`src/rtl/multicycle_pkg.sv`:
```
// Shared encodings for the multi-cycle control unit:
// FSM states, opcodes, ALU operations and trap causes.
package multicycle_pkg;

    typedef enum logic [3:0] {
        S_IDLE     = 4'h0,
        S_FETCH    = 4'h1,
        S_DECODE   = 4'h2,
        S_EXEC     = 4'h3,
        S_ALU_WB   = 4'h4,
        S_MEM_ADDR = 4'h5,
        S_MEM_ACC  = 4'h6,
        S_MEM_WB   = 4'h7,
        S_BRANCH   = 4'h8,
        S_JUMP     = 4'h9,
        S_HALT     = 4'hA,
        S_TRAP     = 4'hB
    } state_t;

    localparam logic [3:0] OP_ADD  = 4'h0;
    localparam logic [3:0] OP_SUB  = 4'h1;
    localparam logic [3:0] OP_AND  = 4'h2;
    localparam logic [3:0] OP_OR   = 4'h3;
    localparam logic [3:0] OP_LW   = 4'h4;
    localparam logic [3:0] OP_SW   = 4'h5;
    localparam logic [3:0] OP_BEQ  = 4'h6;
    localparam logic [3:0] OP_JMP  = 4'h7;
    localparam logic [3:0] OP_ADDI = 4'h8;
    localparam logic [3:0] OP_HALT = 4'hF;

    localparam logic [1:0] ALU_ADD = 2'b00;
    localparam logic [1:0] ALU_SUB = 2'b01;
    localparam logic [1:0] ALU_AND = 2'b10;
    localparam logic [1:0] ALU_OR  = 2'b11;

    localparam logic [1:0] CAUSE_NONE    = 2'b00;
    localparam logic [1:0] CAUSE_ILLEGAL = 2'b01;
    localparam logic [1:0] CAUSE_TIMEOUT = 2'b10;

    function automatic logic [1:0] alu_of(input logic [3:0] op);
        unique case (op)
            OP_SUB:  alu_of = ALU_SUB;
            OP_AND:  alu_of = ALU_AND;
            OP_OR:   alu_of = ALU_OR;
            default: alu_of = ALU_ADD;
        endcase
    endfunction

endpackage

```
`src/rtl/multicycle_control_mem_wait_timer.sv`:
```
// Counts consecutive enabled cycles spent waiting on mem_ready and
// flags the cycle on which the wait budget runs out.
module mem_wait_timer #(
    parameter int MEM_TIMEOUT = 0
) (
    input  logic clk,
    input  logic rst_n,
    input  logic en,
    input  logic waiting,
    input  logic mem_ready,
    output logic timeout
);

    generate
        if (MEM_TIMEOUT == 0) begin : g_off
            logic unused_in;
            assign unused_in = &{1'b0, clk, rst_n, en, waiting, mem_ready};
            assign timeout   = 1'b0;
        end else begin : g_on
            localparam int W = (MEM_TIMEOUT > 1) ? $clog2(MEM_TIMEOUT) : 1;
            logic [W-1:0] count;

            always_ff @(posedge clk) begin
                if (!rst_n) begin
                    count <= '0;
                end else if (en) begin
                    if (waiting && !mem_ready) count <= count + W'(1);
                    else                       count <= '0;
                end
            end

            assign timeout = waiting && !mem_ready &&
                             (count == W'(MEM_TIMEOUT - 1));
        end
    endgenerate

endmodule

```
`src/rtl/multicycle_control.sv`:
```
// Multi-cycle control FSM: fetch/decode/execute/memory/writeback
// sequencing with traps, halt, stall and a retire counter.
module multicycle_control
    import multicycle_pkg::*;
#(
    parameter int OPCODE_W    = 4,
    parameter int CNT_W       = 16,
    parameter int MEM_TIMEOUT = 0
) (
    input  logic                clk,
    input  logic                rst_n,
    input  logic                en,
    input  logic [OPCODE_W-1:0] opcode,
    input  logic                mem_ready,
    output logic                iord,
    output logic                mem_read,
    output logic                mem_write,
    output logic                ir_write,
    output logic                pc_write,
    output logic                pc_write_cond,
    output logic                reg_write,
    output logic                reg_dst,
    output logic                mem_to_reg,
    output logic                alu_src,
    output logic [1:0]          alu_op,
    output logic                branch,
    output logic                jump,
    output logic                halted,
    output logic                trap,
    output logic [1:0]          trap_cause,
    output logic [CNT_W-1:0]    instr_count,
    output logic [3:0]          state
);

    state_t           state_q, state_n;
    logic [1:0]       cause_q, cause_n;
    logic [CNT_W-1:0] count_q;
    logic             retire;
    logic             timeout;

    logic [3:0] op;
    logic       op_hi, legal;
    logic       is_alu, is_addi, is_lw, is_sw;

    assign op      = opcode[3:0];
    assign op_hi   = (opcode >> 4) != '0;
    assign legal   = !op_hi && (op <= OP_ADDI || op == OP_HALT);
    assign is_addi = legal && op == OP_ADDI;
    assign is_alu  = legal && (op <= OP_OR || op == OP_ADDI);
    assign is_lw   = legal && op == OP_LW;
    assign is_sw   = legal && op == OP_SW;

    mem_wait_timer #(.MEM_TIMEOUT(MEM_TIMEOUT)) u_timer (
        .clk       (clk),
        .rst_n     (rst_n),
        .en        (en),
        .waiting   (state_q == S_FETCH || state_q == S_MEM_ACC),
        .mem_ready (mem_ready),
        .timeout   (timeout)
    );

    always_ff @(posedge clk) begin
        if (!rst_n) begin
            state_q <= S_IDLE;
            cause_q <= CAUSE_NONE;
            count_q <= '0;
        end else if (en) begin
            state_q <= state_n;
            cause_q <= cause_n;
            if (retire) count_q <= count_q + CNT_W'(1);
        end
    end

    always_comb begin
        state_n = state_q;
        cause_n = cause_q;
        retire  = 1'b0;
        unique case (state_q)
            S_IDLE: state_n = S_FETCH;
            S_FETCH: begin
                if (mem_ready) begin
                    state_n = S_DECODE;
                end else if (timeout) begin
                    state_n = S_TRAP;
                    cause_n = CAUSE_TIMEOUT;
                end
            end
            S_DECODE: begin
                if (!legal) begin
                    state_n = S_TRAP;
                    cause_n = CAUSE_ILLEGAL;
                end else if (is_alu) begin
                    state_n = S_EXEC;
                end else if (is_lw || is_sw) begin
                    state_n = S_MEM_ADDR;
                end else if (op == OP_BEQ) begin
                    state_n = S_BRANCH;
                end else if (op == OP_JMP) begin
                    state_n = S_JUMP;
                end else begin
                    state_n = S_HALT;
                    retire  = 1'b1;
                end
            end
            S_EXEC:     state_n = S_ALU_WB;
            S_MEM_ADDR: state_n = S_MEM_ACC;
            S_MEM_ACC: begin
                if (mem_ready) begin
                    if (is_lw) begin
                        state_n = S_MEM_WB;
                    end else begin
                        state_n = S_FETCH;
                        retire  = 1'b1;
                    end
                end else if (timeout) begin
                    state_n = S_TRAP;
                    cause_n = CAUSE_TIMEOUT;
                end
            end
            S_ALU_WB, S_MEM_WB, S_BRANCH, S_JUMP: begin
                state_n = S_FETCH;
                retire  = 1'b1;
            end
            S_HALT, S_TRAP: state_n = state_q;
            default:        state_n = S_IDLE;
        endcase
    end

    always_comb begin
        iord          = 1'b0;
        mem_read      = 1'b0;
        mem_write     = 1'b0;
        ir_write      = 1'b0;
        pc_write      = 1'b0;
        pc_write_cond = 1'b0;
        reg_write     = 1'b0;
        reg_dst       = 1'b0;
        mem_to_reg    = 1'b0;
        alu_src       = 1'b0;
        alu_op        = ALU_ADD;
        branch        = 1'b0;
        jump          = 1'b0;
        unique case (state_q)
            S_FETCH: begin
                mem_read = !timeout;
                ir_write = mem_ready;
                pc_write = mem_ready;
            end
            S_EXEC: begin
                alu_op  = alu_of(op);
                alu_src = is_addi;
            end
            S_ALU_WB: begin
                reg_write = 1'b1;
                reg_dst   = !is_addi;
                alu_op    = alu_of(op);
                alu_src   = is_addi;
            end
            S_MEM_ADDR: alu_src = 1'b1;
            S_MEM_ACC: begin
                iord      = 1'b1;
                mem_read  = is_lw && !timeout;
                mem_write = is_sw && !timeout;
            end
            S_MEM_WB: begin
                reg_write  = 1'b1;
                mem_to_reg = 1'b1;
            end
            S_BRANCH: begin
                alu_op        = ALU_SUB;
                branch        = 1'b1;
                pc_write_cond = 1'b1;
            end
            S_JUMP: begin
                jump     = 1'b1;
                pc_write = 1'b1;
            end
            default: ;
        endcase
        // A stalled cycle must not disturb memory, IR, PC or registers.
        if (!en) begin
            mem_read      = 1'b0;
            mem_write     = 1'b0;
            ir_write      = 1'b0;
            pc_write      = 1'b0;
            pc_write_cond = 1'b0;
            reg_write     = 1'b0;
        end
    end

    assign halted      = state_q == S_HALT;
    assign trap        = state_q == S_TRAP;
    assign trap_cause  = cause_q;
    assign instr_count = count_q;
    assign state       = state_q;

endmodule

```
`config.mk`:
```
export PLATFORM = sky130hd
export DESIGN_NAME = multicycle_control
export DESIGN_NICKNAME = d
export VERILOG_FILES = /design/src/rtl/multicycle_pkg.sv /design/src/rtl/multicycle_control_mem_wait_timer.sv /design/src/rtl/multicycle_control.sv
export SDC_FILE = /design/constraint.sdc
export NUM_CORES = 1
export LEC_CHECK = 0
export ABC_AREA = 1
export BUFFER_PORTS_ARGS = -buffer_cell sky130_fd_sc_hd__buf_2
export CAP_MARGIN = 20
export CORE_MARGIN = 5
export CORE_UTILIZATION = 50
export CTS_BUF_LIST = sky130_fd_sc_hd__clkbuf_4
export CTS_CLUSTER_SIZE = 8
export DETAILED_ROUTE_END_ITERATION = 10
export PLACE_DENSITY = 0.79
export SYNTH_ARGS = -nofsm -noshare
export SYNTH_HDL_FRONTEND = slang
export SYNTH_HIERARCHICAL = 1
export SYNTH_SLANG_ARGS = --single-unit
```
`constraint.sdc`:
```
create_clock -name clk -period 2.6 [get_ports clk]
set_input_delay 0.52 -clock clk [delete_from_list [all_inputs] [get_ports clk]]
set_output_delay 0.52 -clock clk [all_outputs]
set_load 0.01 [all_outputs]
```
==> run summary, run 1 <==
The flow ran to the end, and the final reports show no timing, DRC or antenna violations. The tools report the initial DRC count as 192. The post-synthesis area per instance was 6.195 um2. The fraction of the mapped netlist area in adder cells is 0.007087, and the die height is 69.42 um. Via count of the first global-routing pass: 1674.

The tools report the count of final setup violators as 0. The total area inside the core boundary comes to 3390 um2. The run gives 0.0004340 W as the internal portion of total power. Before CTS, the worst setup slack after placement is 686.1 ps.

The number of clock buffers inserted by TritonCTS came out at 3. The tools report the switching power as 0.0001885 W. The tools report the clock root buffer master as sky130_fd_sc_hd__clkbuf_4. On the final layout, the worst clock skew is 3.301 ps. The number of H-tree levels was 1. By count the netlist is led by sky130_fd_sc_hd__nand2_1, sky130_fd_sc_hd__nor2_1, sky130_fd_sc_hd__nand3_1, sky130_fd_sc_hd__inv_1, sky130_fd_sc_hd__dfxtp_1. Detailed placement finished with a half-perimeter wire length of 3429 um. The starting density of the core was 0.5209. In the routed design, unresolved DRC markers number 0. The class of the tightest hold or removal check is input port to register. The static leakage is 0.9030 nW. The tools report the worst setup margin as 442.6 ps. Across the VDD grid, the largest voltage drop is 0.3084 mV. The floorplan row count was 21; the number of instances in the synthesized netlist was 285.

0 antenna diodes ended up in the layout. The combinational cell fraction of total power was 0.182; the area fraction in compound gates after synthesis was 0.1347. The most used flip-flop cell after synthesis is sky130_fd_sc_hd__dfxtp_1. The share of async-settable or async-resettable flops after synthesis works out to 0. The first TritonRoute pass finished after 4 iterations. The minimum clock period works out to 2157 ps.

After clock tree synthesis, the clock-pin slew on the worst setup and hold paths is 120 ps. Synthesis produced a netlist with a net count of 294. For this run the aggregate overflow at the end of global routing stands at 0. Using the TritonRoute via totals, the vias-per-cell ratio works out to 5.155. In this run the remaining antenna-violating nets after routing total 0.

Final weighted congestion in routability-driven placement: 0.8794. During synthesis, Yosys emitted a total of 6 warnings. The worst setup path is captured at a primary output. Based on the critical path, the design can be clocked at up to 463.5 MHz. The total I/O pin count was 46. The hold violation total from the final report is 0. Summed over all layers, the routed wires come to 4347 um. The buffer and inverter count on the worst path was 2. Setup repair after global routing left no endpoint under its margin. The share of cells above drive strength 1 works out to 0.2652.

The fraction of the yosys area taken by sequential cells came out at 0.2495. For the fraction of the core area covered by cells at the end of the flow, the log shows 0.5954. The post-synthesis share of cell area spent on xor and xnor gates came out at 0.03473. In this run the tool buffered the top-level ports with 45 buffer cells. The proportion of total power due to net switching came out at 0.3028. The initial antenna violation count was 0. Share of power burned in registers: 0.565. The critical path in this run is classified as register to primary output. Normalized max-slew margin: 0.5647. The measured slew at the worst slew-check pin was 649.0 ps; the number of synthesized flops with an enable pin was 0. The layout-stage area growth over the synthesis result is 14.32%, and the average wire length per cell after detail routing is 11.62 um. The number of maximum-capacitance violations was 0. The most used standard cell by instance count after synthesis is sky130_fd_sc_hd__nand2_1. The run gives 0 as the final number of max-transition violations.

The die covers 4819 um2. In this run, post-CTS hold repair placed 0 buffers. The run gives 0 ps as the final total negative setup slack.

The mux share of post-synthesis cell area works out to 0. Counting stages on the worst path, the most repeated cell is sky130_fd_sc_hd__nand2_1. The maximum clock insertion buffer count is 2, and the part of the cycle the worst path needs is 0.8298. For the worst setup path, the data required time is 2080 ps. The routed layout has 1928 vias.

Entering global routing, the biggest net connects 20 pins. Data arrives at the worst endpoint at 1640 ps. The number of gates resized after CTS came out at 0.

The synthesized-area fraction occupied by and/or/nand/nor cells is 0.4699. The later pin in the worst-skew pair is clocked with a latency of 310 ps. The share of the synthesized area in the top cell type was 0.2495. The startpoint type of the worst setup path is a register. The global-route wire length before repair was 7389 um.

TritonCTS built the clock tree. Buffers added to address setup during post-CTS repair amount to 0. Along the worst path, the maximum fanout reaches 7. Ranked by total cell area, the synthesized netlist is headed by sky130_fd_sc_hd__dfxtp_1, sky130_fd_sc_hd__nand2_1, sky130_fd_sc_hd__nand3_1. The total number of clock tree sinks was 22.

The kind of cell with the highest combined delay along the critical path is flip-flops. The die width came out at 69.42 um. Of all cell types, the one taking the most synthesized area is sky130_fd_sc_hd__dfxtp_1.

Highest cell delay on the worst timing path: 500 ps. The post-synthesis sequential element count is 22, and the aggregate global-route resource usage is 0.1788. The cell area that synthesis handed to floorplanning was 1765 um2. In this run the power density over the cells is 308.4 nW/um2.

The largest individual stage delay along the critical path comes from the cell sky130_fd_sc_hd__dfxtp_1. After synthesis, the netlist uses 33 different library cells. Traced cell by cell, the critical path runs through inv_2 > nor2_4 > nand2_1 > nand2_1 > nand3_1 > a21oi_1 > buf_2. For the clock network power share, the log shows 0.253. After synthesis, the largest family of logic cells by area is simple AND/OR/NAND/NOR gates. The run gives 338 as the number of nets in the final layout.
registers in the layout (all words and copies together) (netlist names):
register,cells
instr_count,16
state,4
trap_cause,2
cell families (layout without fill, tap and decap cells):
kind of cell	after synthesis	in the layout
xor gates and xnor gates	7	7
other	1	1
adders and majority gates	1	1
and+or+nand+nor	177	177
DFF	22	22
AOI/OAI and AO/OA	39	39
buffers and inverters	38	81
layout by cell type, fill, tap and decap left out:
| cell type | synthesis | final |
|---|---|---|
| sky130_fd_sc_hd__nand2_4 | 1 | 1 |
| sky130_fd_sc_hd__nor2_2 | 1 | 1 |
| sky130_fd_sc_hd__dfxtp_1 | 22 | 22 |
| sky130_fd_sc_hd__inv_2 | 4 | 4 |
| sky130_fd_sc_hd__o22ai_1 | 1 | 1 |
| sky130_fd_sc_hd__nand4_1 | 6 | 6 |
| sky130_fd_sc_hd__nand3_4 | 1 | 1 |
| sky130_fd_sc_hd__clkinv_1 | 1 | 2 |
| sky130_fd_sc_hd__a21oi_1 | 14 | 14 |
| sky130_fd_sc_hd__inv_1 | 26 | 26 |
| sky130_fd_sc_hd__nand2_1 | 71 | 71 |
| sky130_fd_sc_hd__nand3_1 | 31 | 31 |
| sky130_fd_sc_hd__nand3b_1 | 1 | 1 |
| sky130_fd_sc_hd__buf_4 | 1 | 1 |
| sky130_fd_sc_hd__nor3_2 | 1 | 1 |
| sky130_fd_sc_hd__xor2_1 | 3 | 3 |
| sky130_fd_sc_hd__nand2_2 | 15 | 15 |
| sky130_fd_sc_hd__ha_1 | 1 | 1 |
| sky130_fd_sc_hd__a21oi_2 | 10 | 10 |
| sky130_fd_sc_hd__o21ai_0 | 12 | 12 |
| sky130_fd_sc_hd__nor2_1 | 41 | 41 |
| sky130_fd_sc_hd__nor4_1 | 1 | 1 |
| sky130_fd_sc_hd__nand3_2 | 2 | 2 |
| sky130_fd_sc_hd__xnor2_1 | 4 | 4 |
| sky130_fd_sc_hd__a31oi_1 | 1 | 1 |
| sky130_fd_sc_hd__nor2_4 | 3 | 3 |
| sky130_fd_sc_hd__o211ai_1 | 1 | 1 |
| sky130_fd_sc_hd__buf_2 | 2 | 45 |
| sky130_fd_sc_hd__nor3_1 | 2 | 2 |
| sky130_fd_sc_hd__clkbuf_4 | 0 | 3 |
| sky130_fd_sc_hd__conb_1 | 1 | 1 |
through the flow:
stage | total power, W | area, um2 | hold WS (ps) | std cells
2_1_floorplan | 0.0004424 | 1765 | 483.1 | 285
3_3_place_gp | 0.0004709 | 1992 | 453.5 | 370
3_5_place_dp | 0.0004714 | 1992 | 452.5 | 370
4_1_cts | 0.0006275 | 2018 | 449.7 | 374
5_1_grt | 0.0006598 | 2018 | 440.2 | 374
6_report | 0.0006224 | 2018 | 459.1 | 374
final timing paths:
| kind | from | to | slack (ps) | depth (start not counted) |
|---|---|---|---|---|
| worst max-delay path | state[2] | mem_read | 440 | 7 |
| worst min-delay path | rst_n | trap_cause[0] | 460 | 3 |
| worst max register to register | state[1] | instr_count[0] | 730 | 7 |
| worst min register to register | trap_cause[1] | trap_cause[1] | 470 | 2 |
per-layer routing:
metal	up-vias	wire [um]	global-route usage
li1	1011	-	-
met1	842	2003	0.2391
met2	73	1973	0.2913
met3	2	351	0.04493
met4	0	19	0.03471
met5	-	0	0
power groups by stage:
| stage | clock, W | sequential (W) | combinational, W |
|---|---|---|---|
| after floorplan | 0 | 0.000359 | 0.0000834 |
| after global placement | 0 | 0.000359 | 0.000112 |
| after detailed placement | 0 | 0.000359 | 0.000112 |
| after CTS | 0.000163 | 0.000352 | 0.000113 |
| after global routing | 0.000179 | 0.000353 | 0.000128 |
| final | 0.000158 | 0.000351 | 0.000113 |
area by class of cell:
class / count / area (um2)
Inverter: 31 / 116.4
Sequential cell: 22 / 440.4
Tap cell: 46 / 57.56
Clock buffer: 3 / 22.52
Multi-Input combinational cell: 225 / 1145
Fill cell: 349 / 1371
Timing Repair Buffer: 46 / 232.7
Clock inverter: 1 / 3.754
tightest hold or removal path, cell delays in order:
cell,delay (ps)
sky130_fd_sc_hd__buf_2,120
sky130_fd_sc_hd__nand2_1,60
sky130_fd_sc_hd__nor2_1,40
Note: power is estimated with default switching activity, not from simulation.
==> run 2, diff against run 1 <==
==> constraint.sdc (replaced) <==
create_clock -name clk -period 2.05 [get_ports clk]
set_input_delay 0.41 -clock clk [delete_from_list [all_inputs] [get_ports clk]]
set_output_delay 0.41 -clock clk [all_outputs]
set_load 0.01 [all_outputs]
==> run 2 against run 1 <==
Cell count stayed put; critical path depth is 1 lower; total power is 27% higher; design area is 0.56% higher; hold slack worse by 110 ps; non-clock buffer count is 1 higher; global-route usage is 0.82 points higher; utilization is 0.33 points higher; largest power group unchanged.
==> run summary, run 2 (synthesized netlist as in run 1, its figures left out) <==
The initial antenna violation count was 0 (unchanged); the via count of the first global-routing pass was 1734 (+3.6%). The depth of the worst register-to-register path is 8 (+1). The tools report the clock network power share as 0.247 (-0.006).

Average wire length per cell after detail routing: 11.94 um (+2.8%). The top fanout value on the critical path works out to 10 (+3). The die width is 69.42 um (unchanged), and the number of cells on the critical path is 6 (-1). Number of buffers inserted by post-CTS setup repair: 0 (unchanged). The total wirelength of the detailed-routed design was 4467 um (+2.8%). The cell depth of the worst hold path came out at 3 (unchanged).

The latest clock arrival within the worst-skew pair is 300 ps (about the same), and the minimum clock period is 1944 ps. The library cell used most frequently in the layout, excluding fill and tap cells, is sky130_fd_sc_hd__nand2_1. The logs give 1640 ps (-440 ps) for the required time of the worst setup path and 0.190 (+0.008) for the combinational cell fraction of total power. The tools report the sequential cell area as 447.9 um2 (+1.7%). The run gives 193 (+0.52%) as the initial DRC count. For the standard cell core area, the log shows 3390 um2 (unchanged). The power density relative to cell area is 390.2 nW/um2 (+27%).

The hold violation total from the final report was 0 (unchanged); the leftover overflow at the end of global routing was 0 (unchanged). Highest cell delay on the worst timing path: 400 ps (-100 ps). The global-route wire length before repair is 7728 um (+4.6%), and the buffer and inverter count on the worst path is 2 (unchanged).

The internal portion of total power is 0.0005493 W (+27%). The final worst clock skew was 1.232 ps (-2.069 ps); the number of iterations in the first detailed-routing pass was 5 (+1). The logs give 0 (unchanged) for the number of routed nets with antenna violations and 105.6 ps (-337.0 ps) for the worst setup margin. The number of design rule violations left after detail routing came out at 0 (unchanged).

The logs give 0.0002426 W (+29%) for the switching power and 46 (unchanged) for the total I/O pin count. Among all stages on the critical path, the largest delay is contributed by sky130_fd_sc_hd__dfxtp_4. The run gives 0.9089 nW (+0.65%) as the static leakage.

The tools report the worst vdd rail ir drop as 0.4742 mV (+54%). The antenna diode instance count came out at 0 (unchanged). Measured slew at the worst slew-check pin: 685.0 ps (+36.00 ps). The tools report the clock root buffer master as sky130_fd_sc_hd__clkbuf_4. The tools report the startpoint type of the worst setup path as a register. The arrival time at the worst endpoint was 1530 ps (-110 ps). The part of the cycle the worst path needs came out at 0.9485. The proportion of total power due to net switching is 0.3063 (+0.003560). The most common cell type on the critical path was sky130_fd_sc_hd__nor2_1. The clock edge transition at the registers on the reported setup and hold paths was 120 ps (about the same); the number of nets in the final layout was 339 (+0.30%). For the via total after detailed routing, the log shows 1956 (+1.5%). The number of flip-flops under the largest register name was 16 (unchanged); the total number of clock tree sinks was 22 (unchanged). The final weighted congestion in routability-driven placement was 0.9078 (+3.2%). Setup repair after global routing left no endpoint under its margin.

The tools report the number of clock buffers inserted by TritonCTS as 3 (unchanged). The signal on the critical path passes through nor2_1 > nand2_1 > nand2_2 > inv_1 > nor2_1 > buf_2. The maximum clock insertion buffer count was 2 (unchanged). The post-DP HPWL is 3474 um (+1.3%), and the overall power is 0.0007918 W (+27%). For the share of power burned in registers, the log shows 0.563 (-0.002).

The number of maximum-capacitance violations is 0 (unchanged), and the overall die area is 4819 um2 (unchanged). The worst setup path is captured at a primary output. The setup slack at placement is 295.8 ps (-390.3 ps).

Class of the most critical setup path: register to primary output. The number of fill cells in the layout was 334 (-4.3%). The top cell types in the final layout, fill and taps aside, are sky130_fd_sc_hd__nand2_1, sky130_fd_sc_hd__buf_2, sky130_fd_sc_hd__nor2_1, sky130_fd_sc_hd__nand3_1, sky130_fd_sc_hd__inv_1.

The post-detailed-route via-to-cell ratio works out to 5.230 (+1.5%). The floorplan row count is 21 (unchanged), and the die height is 69.42 um (unchanged). For the normalized max-slew margin, the log shows 0.5405 (-0.02415).

In this run the worst hold path is classified as input port to register. The largest net degree at the start of global routing is 20 (unchanged), and the final total negative setup slack is 0 ps (unchanged). Port buffer count: 45 (unchanged). The run finished with clean final reports. For the aggregate global-route resource usage, the log shows 0.1870 (+0.008172).

Based on the critical path, the design can be clocked at up to 514.3 MHz. For the number of H-tree levels, the log shows 1 (unchanged). The share of cells above drive strength 1 works out to 0.2805 (+0.01524). The dominant delay contributor by cell family on the critical path was simple AND/OR/NAND/NOR gates. Starting density of the core: 0.5209 (unchanged).

Count of final setup violators: 0 (unchanged). For the area of the multi-input gates, the log shows 1145 um2 (unchanged). TritonCTS built the clock tree. The final number of max-transition violations was 0 (unchanged). Compared with the post-synthesis result, the final layout area differs by 14.95%.
==> run 2: changes by cell type in the layout (fill, tap and decap cells not counted), sizes merged <==
cell    previous run  this run
buf               46        47
clkinv             2         1
==> run 2: final timing paths <==
path                  from             end  slack, ps
min reg2reg  trap_cause[1]   trap_cause[1]        470
max               state[1]       reg_write        110
max reg2reg       state[2]  instr_count[3]        400
min                  rst_n   trap_cause[0]        350
==> run 2: timing repair <==
item,in CTS,in global routing
setup endpoints to repair,0,8
resized for setup,0,5
hold buffers,0,0
==> run 2: layout make-up <==
type | count | share of cell area
tap | 46 | 0.02836
sequential | 22 | 0.2207
inverter | 31 | 0.05734
timing repair buffer | 47 | 0.1184
multi-input combinational | 225 | 0.5641
clock buffer | 3 | 0.01110
==> run 2: power groups by stage <==
| stage | Sequential [W] | Clock, W | Combinational (W) |
|---|---|---|---|
| 2_1_floorplan | 0.000455 | 0 | 0.000106 |
| 3_3_place_gp | 0.000455 | 0 | 0.000147 |
| 3_5_place_dp | 0.000455 | 0 | 0.000147 |
| 4_1_cts | 0.000446 | 0.000201 | 0.000147 |
| 5_1_grt | 0.000448 | 0.000226 | 0.000167 |
| 6_report | 0.000446 | 0.000195 | 0.000150 |
==> run 2: through the flow <==
stage | util | area, um2 | instances | hold WS (ps)
2_1_floorplan | - | 1765 | 285 | 483.1
3_3_place_gp | 0.5899 | 1999 | 371 | 453.8
3_5_place_dp | 0.5899 | 1999 | 371 | 456.3
4_1_cts | 0.5965 | 2022 | 374 | 346.9
5_1_grt | 0.5987 | 2029 | 374 | 331.5
6_report | 0.5987 | 2029 | 374 | 349.5
==> run 2: worst reg2reg max path, stage by stage, from the launching register on <==
cell and delay (ps):
sky130_fd_sc_hd__dfxtp_2 380, sky130_fd_sc_hd__inv_2 110, sky130_fd_sc_hd__nand2_2 90, sky130_fd_sc_hd__nor2_2 280, sky130_fd_sc_hd__nand2_2 120, sky130_fd_sc_hd__nand3_4 100
sky130_fd_sc_hd__buf_4 210, sky130_fd_sc_hd__nand3_1 130, sky130_fd_sc_hd__a21oi_2 150
==> run 2: per-layer routing <==
| layer | GRT usage | vias to the layer above | part of all wire |
|---|---|---|---|
| met5 | 0 | - | 0 |
| met4 | 0.02820 | 0 | 0.0034 |
| li1 | - | 1010 | - |
| met3 | 0.04638 | 2 | 0.079 |
| met2 | 0.2977 | 79 | 0.44 |
| met1 | 0.2594 | 865 | 0.48 |
==> run 3, diff against run 2 <==
==> constraint.sdc (replaced) <==
create_clock -name clk -period 2.08 [get_ports clk]
set_input_delay 0.416 -clock clk [delete_from_list [all_inputs] [get_ports clk]]
set_output_delay 0.416 -clock clk [all_outputs]
set_load 0.01 [all_outputs]
==> run 3 against run 2 <==
Critical endpoint is now mem_read; highest routed layer unchanged; via count shrank 2.1%; sequential power shrank 1%; hold slack lost 0.91 ps.
==> run summary, run 3 (synthesized netlist as in run 1, its figures left out) <==
The required time of the worst setup path was 1660 ps (+20 ps); the share of cells above drive strength 1 was 0.2827 (+0.002187). The arrival time at the worst endpoint came out at 1530 ps (about the same). The number of flip-flops under the largest register name was 16 (unchanged).

The final number of max-transition violations is 0 (unchanged). The startpoint type of the worst setup path was a register. The die width is 69.42 um (unchanged), and the clock network power share is 0.365 (+0.118). The average wire length per cell after detail routing was 11.65 um (-2.5%); the via total after detailed routing was 1915 (-2.1%). For the aggregate global-route resource usage, the log shows 0.1763 (-0.01068).

The layout-stage area growth over the synthesis result was 16.80%. The number of design rule violations left after detail routing is 0 (unchanged). The tree is rooted in a sky130_fd_sc_hd__clkbuf_4. The run gives 5 (unchanged) as the number of iterations in the first detailed-routing pass.

The clock edge transition at the registers on the reported setup and hold paths came out at 130 ps (about the same). The hold violation total from the final report is 0 (unchanged), and the initial antenna violation count is 0 (unchanged). The combinational cell fraction of total power is 0.157 (-0.033), and the setup slack at placement is 245.0 ps (-50.74 ps). The antenna diode instance count is 0 (unchanged), and the final total negative setup slack is 0 ps (unchanged). The minimum clock period is 1950 ps. TritonCTS built the clock tree.

The post-detailed-route via-to-cell ratio works out to 5.107 (-2.4%). The overall die area was 4819 um2 (unchanged). The hold-fix buffer count after cts was 0 (unchanged). Number of H-tree levels: 1 (unchanged). The initial DRC count is 144 (-25%). The tools report the static leakage as 0.9227 nW (+1.5%). For the count of non-filler cells in the finished layout, the log shows 375 (+0.27%).

Setup repair after global routing left no endpoint under its margin. The fraction of the core area covered by cells at the end of the flow came out at 0.6083 (+0.009598). The library cells used most frequently in the layout, excluding fill and tap cells, are sky130_fd_sc_hd__nand2_1, sky130_fd_sc_hd__buf_2, sky130_fd_sc_hd__nor2_1, sky130_fd_sc_hd__nand3_1, sky130_fd_sc_hd__inv_1.

The number of placed instances, taps included was 371 (unchanged). For the share of power burned in registers, the log shows 0.478 (-0.085). The power density relative to cell area works out to 445.8 nW/um2 (+14%).

The tools report the internal portion of total power as 0.0006686 W (+22%). The worst setup path is of the register to primary output kind. The logs give 130.4 ps (+24.86 ps) for the worst setup margin and 337 (+0.90%) for the number of fill cells in the layout.

The tools report the number of routed nets with antenna violations as 0 (unchanged). The run gives 3380 um (-2.7%) as the post-DP HPWL. The total wirelength of the detailed-routed design was 4368 um (-2.2%); the total I/O pin count was 46 (unchanged). The port buffer count was 45 (unchanged). The part of the cycle the worst path needs works out to 0.9373. The die height was 69.42 um (unchanged).

The maximum clock insertion buffer count is 2 (unchanged). The top fanout value on the critical path works out to 7 (-3). The tools report the leftover overflow at the end of global routing as 0 (unchanged). The library cell used most frequently in the layout, excluding fill and tap cells, is sky130_fd_sc_hd__nand2_1. The via count of the first global-routing pass is 1639 (-5.5%), and the number of clock buffers inserted by TritonCTS is 3 (unchanged).

The flow ran to the end, and the final reports show no timing, DRC or antenna violations. The logs give 0 (unchanged) for the number of gates resized after CTS and 0 (unchanged) for the number of maximum-capacitance violations. For the global-route wire length before repair, the log shows 7293 um (-5.6%). The run gives 0.3788 mV (-20%) as the worst vdd rail ir drop. The tools report the final worst clock skew as 4.765 ps (+3.533 ps). Count of final setup violators: 0 (unchanged). The class of the tightest hold or removal check was input port to register. The largest net degree at the start of global routing came out at 20 (unchanged).

Derived from the worst setup path, the maximum achievable clock frequency is 512.9 MHz. The starting density of the core is 0.5209 (unchanged). The number of nets in the final layout came out at 339 (unchanged). The latest clock arrival within the worst-skew pair was 320 ps (+20 ps); the floorplan row count was 21 (unchanged). STA classifies the critical path endpoint as a primary output. The number of buffers inserted by post-CTS setup repair was 0 (unchanged); the standard cell core area was 3390 um2 (unchanged). The switching power was 0.0002506 W (+3.3%). The total number of clock tree sinks was 22 (unchanged); the proportion of total power due to net switching was 0.2726 (-0.03371). Final weighted congestion in routability-driven placement: 0.9094 (+0.18%).
-- run 3: final cells by class --
| type | count | area (um2) | share of cell area |
|---|---|---|---|
| multi-input combinational | 225 | 1145 | 0.5552 |
| clock buffer | 3 | 22.52 | 0.01092 |
| timing repair buffer | 47 | 240.2 | 0.1165 |
| inverter | 31 | 116.4 | 0.05643 |
| clock inverter | 1 | 30.03 | 0.01456 |
| tap | 46 | 57.56 | 0.02791 |
| sequential | 22 | 450.4 | 0.2184 |
-- run 3: path summary, 6_finish.rpt --
check,from,endpoint,slack (ps),cells past startpoint
worst max-delay path,state[2],mem_read,130,7
worst max register to register,state[3],instr_count[1],400,8
worst min register to register,trap_cause[0],trap_cause[0],480,2
worst min-delay path,rst_n,trap_cause[0],350,3
-- run 3: per-stage QoR --
stage          hold slack, ps  area, um2   power, W
4_1_cts                 348.4       2052  0.0009247
2_1_floorplan           483.1       1765  0.0005529
3_5_place_dp            455.3       1999  0.0005913
3_3_place_gp            456.1       1999  0.0005904
6_report                348.5       2062  0.0009193
5_1_grt                 335.4       2062  0.0009710
-- run 3: power groups by stage --
stage | Combinational (W) | Clock, W | Sequential [W]
6_report | 0.000144 | 0.000335 | 0.000440
5_1_grt | 0.000161 | 0.000368 | 0.000442
4_1_cts | 0.000142 | 0.000342 | 0.000440
3_5_place_dp | 0.000142 | 0 | 0.000449
3_3_place_gp | 0.000141 | 0 | 0.000449
2_1_floorplan | 0.000104 | 0 | 0.000449
-- run 3: per-layer routing --
metal  part of all wire  routed length (um)  up-vias  GRT usage
met2               0.45                1966       55     0.2828
met4             0.0073                  32        0    0.04338
met1               0.49                2154      851     0.2439
met3              0.049                 214        4    0.03043
li1                   -                   -     1005          -
met5                  0                   0        -          0
-- run 3: critical path: stages (launching register included) --
cell and delay, ps:
sky130_fd_sc_hd__dfxtp_2 430, sky130_fd_sc_hd__inv_2 80, sky130_fd_sc_hd__nor2_4 110, sky130_fd_sc_hd__nand2_1 100
sky130_fd_sc_hd__nand2_1 130, sky130_fd_sc_hd__nand3_1 80, sky130_fd_sc_hd__a21oi_1 120, sky130_fd_sc_hd__buf_2 150
